### src/rtl/mem_initiator_if.sv
// Request/response and memory-side signals of the byte-wide memory initiator.
// master: the initiator itself; slave: the CPU datapath and memory around it.
interface mem_initiator_if #(
  parameter int ADDR_W  = 13,
  parameter int DATA_W  = 8,
  parameter int MAX_LEN = 3
);
  logic                      reqValid;
  logic                      reqReady;
  logic                      reqWrite;
  logic [1:0]                reqLen;
  logic [ADDR_W-1:0]         reqAddr;
  logic [DATA_W*MAX_LEN-1:0] reqWData;
  logic                      rspValid;
  logic [DATA_W*MAX_LEN-1:0] rspData;
  logic                      memRead;
  logic                      memWrite;
  logic [ADDR_W-1:0]         addressMem;
  logic [DATA_W-1:0]         dataMem;
  logic [DATA_W-1:0]         memOut;

  modport master (
    input  reqValid, reqWrite, reqLen, reqAddr, reqWData, memOut,
    output reqReady, rspValid, rspData,
    output memRead, memWrite, addressMem, dataMem
  );

  modport slave (
    output reqValid, reqWrite, reqLen, reqAddr, reqWData, memOut,
    input  reqReady, rspValid, rspData,
    input  memRead, memWrite, addressMem, dataMem
  );
endinterface

### src/rtl/mem_initiator.sv
// Sequences 1-3 byte reads/writes to the byte-wide memory with strobe/hold
// spacing and returns assembled read data with a one-cycle response pulse.
module mem_initiator #(
  parameter int ADDR_W  = 13,
  parameter int DATA_W  = 8,
  parameter int MAX_LEN = 3
) (
  input logic              clock,
  input logic              reset,
  mem_initiator_if.master  bus
);
  localparam int RSP_W = DATA_W * MAX_LEN;

  typedef enum logic [2:0] {
    IDLE,
    RD_ISSUE,
    RD_CAPTURE,
    WR_STROBE,
    WR_HOLD,
    DONE
  } state_t;

  state_t              r_state;
  state_t              w_next;
  logic [1:0]          r_k;
  logic [1:0]          w_k_next;
  logic [1:0]          r_len;
  logic [1:0]          w_len_eff;
  logic [ADDR_W-1:0]   r_base;
  logic [RSP_W-1:0]    r_wdata;
  logic                r_ready;
  logic                r_rsp_valid;
  logic                r_mem_rd;
  logic                r_mem_wr;
  logic [ADDR_W-1:0]   r_addr_mem;
  logic [DATA_W-1:0]   r_data_mem;
  logic [RSP_W-1:0]    r_rsp_data;
  logic                w_accept;
  logic                w_last;
  logic [ADDR_W-1:0]   w_base;
  logic [RSP_W-1:0]    w_wsrc;
  logic [ADDR_W-1:0]   w_addr;
  logic [DATA_W-1:0]   w_byte;

  assign w_accept  = (r_state == IDLE) && r_ready && bus.reqValid;
  assign w_len_eff = (bus.reqLen == 2'd0) ? 2'd1 : bus.reqLen;
  assign w_last    = (r_k == r_len - 2'd1);

  always_comb begin
    w_next   = r_state;
    w_k_next = r_k;
    case (r_state)
      IDLE: begin
        if (w_accept) begin
          w_next   = bus.reqWrite ? WR_STROBE : RD_ISSUE;
          w_k_next = 2'd0;
        end
      end
      RD_ISSUE:  w_next = RD_CAPTURE;
      RD_CAPTURE: begin
        if (w_last) begin
          w_next = DONE;
        end else begin
          w_next   = RD_ISSUE;
          w_k_next = r_k + 2'd1;
        end
      end
      WR_STROBE: w_next = WR_HOLD;
      WR_HOLD: begin
        if (w_last) begin
          w_next = DONE;
        end else begin
          w_next   = WR_STROBE;
          w_k_next = r_k + 2'd1;
        end
      end
      DONE:      w_next = IDLE;
      default:   w_next = IDLE;
    endcase
  end

  // Address/data for the next strobe are computed one cycle early so the
  // memory pins come straight from flops.
  assign w_base = w_accept ? bus.reqAddr : r_base;
  assign w_wsrc = w_accept ? bus.reqWData : r_wdata;
  assign w_addr = w_base + ADDR_W'(w_k_next);
  assign w_byte = w_wsrc[DATA_W*int'(w_k_next) +: DATA_W];

  always_ff @(posedge clock or posedge reset) begin
    if (reset) begin
      r_state     <= IDLE;
      r_k         <= '0;
      r_len       <= '0;
      r_base      <= '0;
      r_wdata     <= '0;
      r_ready     <= 1'b0;
      r_rsp_valid <= 1'b0;
      r_mem_rd    <= 1'b0;
      r_mem_wr    <= 1'b0;
      r_addr_mem  <= '0;
      r_data_mem  <= '0;
      r_rsp_data  <= '0;
    end else begin
      r_state     <= w_next;
      r_k         <= w_k_next;
      r_ready     <= (w_next == IDLE);
      r_rsp_valid <= (w_next == DONE);
      r_mem_rd    <= (w_next == RD_ISSUE);
      r_mem_wr    <= (w_next == WR_STROBE);
      if (w_accept) begin
        r_base  <= bus.reqAddr;
        r_wdata <= bus.reqWData;
        r_len   <= w_len_eff;
      end
      if (w_accept && !bus.reqWrite) begin
        r_rsp_data <= '0;
      end
      if ((w_next == RD_ISSUE) || (w_next == WR_STROBE)) begin
        r_addr_mem <= w_addr;
      end
      if (w_next == WR_STROBE) begin
        r_data_mem <= w_byte;
      end
      if (r_state == RD_CAPTURE) begin
        r_rsp_data[DATA_W*int'(r_k) +: DATA_W] <= bus.memOut;
      end
    end
  end

  assign bus.reqReady   = r_ready;
  assign bus.rspValid   = r_rsp_valid;
  assign bus.rspData    = r_rsp_data;
  assign bus.memRead    = r_mem_rd;
  assign bus.memWrite   = r_mem_wr;
  assign bus.addressMem = r_addr_mem;
  assign bus.dataMem    = r_data_mem;
endmodule
### src/flat_wrapper.sv
// flat-port wrapper written by rule: the top's interface ports become plain ports
module mem_initiator_flat 
#(
  parameter int ADDR_W  = 13,
  parameter int DATA_W  = 8,
  parameter int MAX_LEN = 3
)
  (clock, reset, bus_reqValid, bus_reqWrite, bus_reqLen, bus_reqAddr, bus_reqWData, bus_memOut, bus_reqReady, bus_rspValid, bus_rspData, bus_memRead, bus_memWrite, bus_addressMem, bus_dataMem);
  mem_initiator_if #(.ADDR_W(ADDR_W), .DATA_W(DATA_W), .MAX_LEN(MAX_LEN)) bus_i ();
  input logic clock;
  input logic reset;
  input wire logic [$bits(bus_i.reqValid)-1:0] bus_reqValid;
  input wire logic [$bits(bus_i.reqWrite)-1:0] bus_reqWrite;
  input wire logic [$bits(bus_i.reqLen)-1:0] bus_reqLen;
  input wire logic [$bits(bus_i.reqAddr)-1:0] bus_reqAddr;
  input wire logic [$bits(bus_i.reqWData)-1:0] bus_reqWData;
  input wire logic [$bits(bus_i.memOut)-1:0] bus_memOut;
  output wire logic [$bits(bus_i.reqReady)-1:0] bus_reqReady;
  output wire logic [$bits(bus_i.rspValid)-1:0] bus_rspValid;
  output wire logic [$bits(bus_i.rspData)-1:0] bus_rspData;
  output wire logic [$bits(bus_i.memRead)-1:0] bus_memRead;
  output wire logic [$bits(bus_i.memWrite)-1:0] bus_memWrite;
  output wire logic [$bits(bus_i.addressMem)-1:0] bus_addressMem;
  output wire logic [$bits(bus_i.dataMem)-1:0] bus_dataMem;
  assign bus_i.reqValid = bus_reqValid;
  assign bus_i.reqWrite = bus_reqWrite;
  assign bus_i.reqLen = bus_reqLen;
  assign bus_i.reqAddr = bus_reqAddr;
  assign bus_i.reqWData = bus_reqWData;
  assign bus_i.memOut = bus_memOut;
  assign bus_reqReady = bus_i.reqReady;
  assign bus_rspValid = bus_i.rspValid;
  assign bus_rspData = bus_i.rspData;
  assign bus_memRead = bus_i.memRead;
  assign bus_memWrite = bus_i.memWrite;
  assign bus_addressMem = bus_i.addressMem;
  assign bus_dataMem = bus_i.dataMem;
  mem_initiator #(.ADDR_W(ADDR_W), .DATA_W(DATA_W), .MAX_LEN(MAX_LEN)) u_core (.clock(clock), .reset(reset), .bus(bus_i));
endmodule
### config.mk
export PLATFORM = sky130hd
export DESIGN_NAME = mem_initiator_flat
export DESIGN_NICKNAME = d
export VERILOG_FILES = /design/src/rtl/mem_initiator_if.sv /design/src/rtl/mem_initiator.sv /design/src/flat_wrapper.sv
export SDC_FILE = /design/constraint.sdc
export NUM_CORES = 1
export LEC_CHECK = 0
export ABC_CLOCK_PERIOD_IN_PS = 3750
export CORE_MARGIN = 3
export CORE_UTILIZATION = 50
export CTS_BUF_LIST = sky130_fd_sc_hd__clkbuf_16
export DETAILED_ROUTE_END_ITERATION = 16
export PLACE_DENSITY = 0.8
export SLEW_MARGIN = 20
export SYNTH_ARGS = -nofsm -noshare
export SYNTH_HDL_FRONTEND = slang
export SYNTH_SLANG_ARGS = --single-unit
### constraint.sdc
create_clock -name clock -period 3.75 [get_ports clock]
set_clock_uncertainty 0.15 [all_clocks]
set_input_delay 0.375 -clock clock [delete_from_list [all_inputs] [get_ports clock]]
set_output_delay 0.375 -clock clock [all_outputs]
set_load 0.05 [all_outputs]
==> impl_metrics.json <==
{
  "grt_pass1_vias": 3306,
  "finalWorstPathRequiredPeriod_ns": 3.44,
  "post-route-cell-area_sq_um": 5560,
  "clock_tree.buffer_depth": 2,
  "finalMaxSlewViolations": 0,
  "grt_overflow_total": 0,
  "upper_clock_frequency_limit_mhz": 290,
  "synth_ff_type": "sky130_fd_sc_hd__dfrtp_1",
  "placement_rows": 32,
  "initial_util": 0.526,
  "grt_first_pass_wirelength_microns": 16300,
  "timing.max_cap.violations": 0,
  "hold_viol": 0,
  "startpoint_type": "primary input",
  "postRouteAntennaNets": 0,
  "die_area_sq_um": 9420,
  "hold_ws_ns": 0.327,
  "gp_congestion": 0.857,
  "highest_ir_drop_seen_on_vdd_uv": 384,
  "max_slew_margin": 0.337,
  "buffer_ports.inserted": 99,
  "synth_edf_count": 0,
  "r2r_setup_slack_ns": 0.31,
  "route.detailed.vias_per_inst": 5.61,
  "postSynthAreaPerCell_sq_um": 12.2,
  "drt-initial-drc-count": 109,
  "timing_worst_setup_path_type": "in -> reg",
  "numCtsBuffers": 9,
  "async_flop_share": 1.00,
  "dpl_worst_slack_ns": -0.00822,
  "layout.cells.most_common_list": "sky130_fd_sc_hd__clkdlybuf4s50_1 (99), sky130_fd_sc_hd__dfrtp_1 (92), sky130_fd_sc_hd__mux2_2 (37), sky130_fd_sc_hd__nand2_1 (32), sky130_fd_sc_hd__a22o_1 (25)",
  "critical_path_peak_fanout": 5,
  "clk_pin_slew_worst_paths_ns": 0.06,
  "mappedNetlistNets": 397,
  "cts.htree.levels": 3,
  "worstHoldPathType": "reg -> reg",
  "synthesis.instances": 339,
  "fin_ws_ns": 0.307,
  "yosysUniqueCellTypes": 47,
  "leakage_nw": 2.38,
  "critPathCapture": "u_core.bus.addressMem[9]",
  "synth_largest_area_cell": "sky130_fd_sc_hd__dfrtp_1",
  "avgRoutedWirePerCell_microns": 17.7,
  "via_count": 3090,
  "tritoncts_clock_tree": "yes",
  "mappedNetlistArea_sq_um": 4150,
  "groute.usage.overall": 0.214,
  "cts_hold_buf": 0,
  "critical_path.reg2reg.startpoint": "u_core.r_k[1]",
  "post-layout-total-power_mw": 4.92,
  "post_route_cells_drive_above_1_share": 0.151,
  "critical_path.startpoint": "bus_reqValid",
  "finalSetupTns_ns": 0,
  "drc": 0,
  "cts.sink_count": 93,
  "yosys_register_bits": 93,
  "die_x_microns": 97.1,
  "pin_count_of_the_biggest_net_entering_global_routing": 61,
  "numPlacedInstances": 535,
  "post-route-util": 0.705,
  "initial_antenna_violation_count": 0,
  "firstDrtPassIters": 4,
  "post-cts-setup-buffer-count": 0,
  "die_y_microns": 97.1,
  "post_cts_resized": 0,
  "rsz_0062_raised_after_global_routing": "false",
  "synth_top_cell_area_share": 0.561,
  "dp.final_hpwl_microns": 7020,
  "top_post_synthesis_cells_by_area": "sky130_fd_sc_hd__dfrtp_1 (56%), sky130_fd_sc_hd__mux2_2 (10%), sky130_fd_sc_hd__a22o_1 (5.3%)",
  "boundaryPins": 100,
  "flow.area_growth_from_synthesis_pct": 34.0,
  "yosys_warnings": 0,
  "commonest_non_fill_non_tap_cell_in_the_layout": "sky130_fd_sc_hd__clkdlybuf4s50_1",
  "timing_worst_slew_pin_value_ns": 0.994,
  "instances_no_fill": 551,
  "clockRootBuffer": "sky130_fd_sc_hd__clkbuf_16",
  "setup_viol": 0,
  "clock_latency_on_the_worst_skew_pair_ns": 0.33,
  "timing.critical_path.to_type": "flop",
  "seq_area_frac_synth": 0.561,
  "worst_ep_arrival_time_ns": 3.51,
  "required_ns": 3.81,
  "reg2reg_depth": 12,
  "period_share": 0.918,
  "final_nets": 502,
  "placed_cell_area_sq_um": 5270,
  "outcome": "finished, final reports clean",
  "worst_r2r_endpoint": "u_core.bus.addressMem[9]",
  "postRouteWirelength_microns": 9730,
  "antenna_cells": 0,
  "power.density_cell_area_nw_per_um2": 885,
  "core_sq_um": 7890
}
[power breakdown]
group / switching, mW / internal (mW) / leakage [nW]
clock network: 0.355 / 0.507 / 0.143
logic: 1.45 / 0.960 / 1.06
registers: 0.233 / 1.42 / 1.18
total: 2.04 / 2.88 / 2.38
[layer usage]
layer / track usage / vias up / share of wire
li1: - / 1426 / -
met1: 0.271 / 1547 / 0.42
met2: 0.364 / 101 / 0.51
met3: 0.0495 / 16 / 0.054
met4: 0.0670 / 0 / 0.013
met5: 0 / - / 0
[flip-flops by register name (all words and copies together) (netlist names)]
name / cells
u_core.bus.rspValid: 1
u_core.r_len: 2
u_core.bus.memRead: 1
u_core.r_state: 3
u_core.r_base: 13
u_core.r_wdata: 24
u_core.bus.dataMem: 8
u_core.bus.addressMem: 13
u_core.r_k: 2
u_core.bus.memWrite: 1
u_core.bus.rspData: 24
u_core.bus.reqReady: 1
[critical path, stage by stage]
cell                              delay (ns)
sky130_fd_sc_hd__clkdlybuf4s50_1        0.53
sky130_fd_sc_hd__a211oi_1               0.11
sky130_fd_sc_hd__a211oi_2               0.36
sky130_fd_sc_hd__o21ai_2                0.11
sky130_fd_sc_hd__a32oi_1                0.21
sky130_fd_sc_hd__inv_1                  0.08
sky130_fd_sc_hd__ha_1                   0.28
sky130_fd_sc_hd__a21oi_1                0.10
sky130_fd_sc_hd__or4_1                  0.51
sky130_fd_sc_hd__a22oi_1                0.40
sky130_fd_sc_hd__o21ai_1                0.16
sky130_fd_sc_hd__xor2_1                 0.20
sky130_fd_sc_hd__o21ai_1                0.07
[cell type report]
type / count / area (sq um)
flip-flops and latches: 93 / 2330
well taps: 102 / 128
repair buffers: 108 / 1060
inverters: 14 / 53.8
clock inverters: 7 / 60.1
fillers: 574 / 2330
clock buffers: 9 / 225
multi-input cells: 218 / 1710
[cells in the mapped netlist (all sizes together) (2+ instances only)]
| library cell | instances |
|---|---|
| o31ai | 2 |
| nor3 | 2 |
| a21o | 2 |
| dfrtp | 93 |
| or3 | 2 |
| buf | 9 |
| inv | 14 |
| and4 | 2 |
| nor2 | 13 |
| mux2i | 11 |
| nand3 | 5 |
| mux2 | 37 |
| nor3b | 3 |
| xnor2 | 3 |
| a211oi | 2 |
| or4b | 8 |
| xor2 | 7 |
| a21oi | 6 |
| nand4 | 4 |
| a211o | 2 |
| o211ai | 10 |
| a22o | 25 |
| clkbuf | 5 |
| nand2 | 32 |
| and3 | 2 |
| nor2b | 4 |
| o21ai | 16 |
| ha | 6 |
[how the worst min path moves through the flow]
stage	startpoint	to	slack [ns]	cells past startpoint
6_report	u_core.bus.addressMem[1]	u_core.bus.addressMem[1]	0.33	2
5_1_grt	u_core.r_wdata[22]	u_core.r_wdata[22]	0.36	1
4_1_cts	u_core.bus.addressMem[1]	u_core.bus.addressMem[1]	0.34	2
3_5_place_dp	u_core.bus.dataMem[0]	u_core.bus.dataMem[0]	0.32	2
3_3_place_gp	u_core.bus.addressMem[12]	u_core.bus.addressMem[12]	0.32	2
2_1_floorplan	u_core.r_wdata[16]	u_core.r_wdata[16]	0.32	1
[logic make-up (layout without fill, tap and decap cells)]
group                    count (synthesis)  count (layout)  synth area share
flip-flops                              93              93             0.561
AND/OR/NAND/NOR                         83              83             0.109
AO/OA/AOI/OAI                           70              70             0.125
multiplexers                            48              48             0.130
buffers and inverters                   28             138            0.0296
XOR/XNOR                                10              10            0.0229
adder cells (fa/ha/maj)                  7               7            0.0229
(Power assumes the default switching activity.)
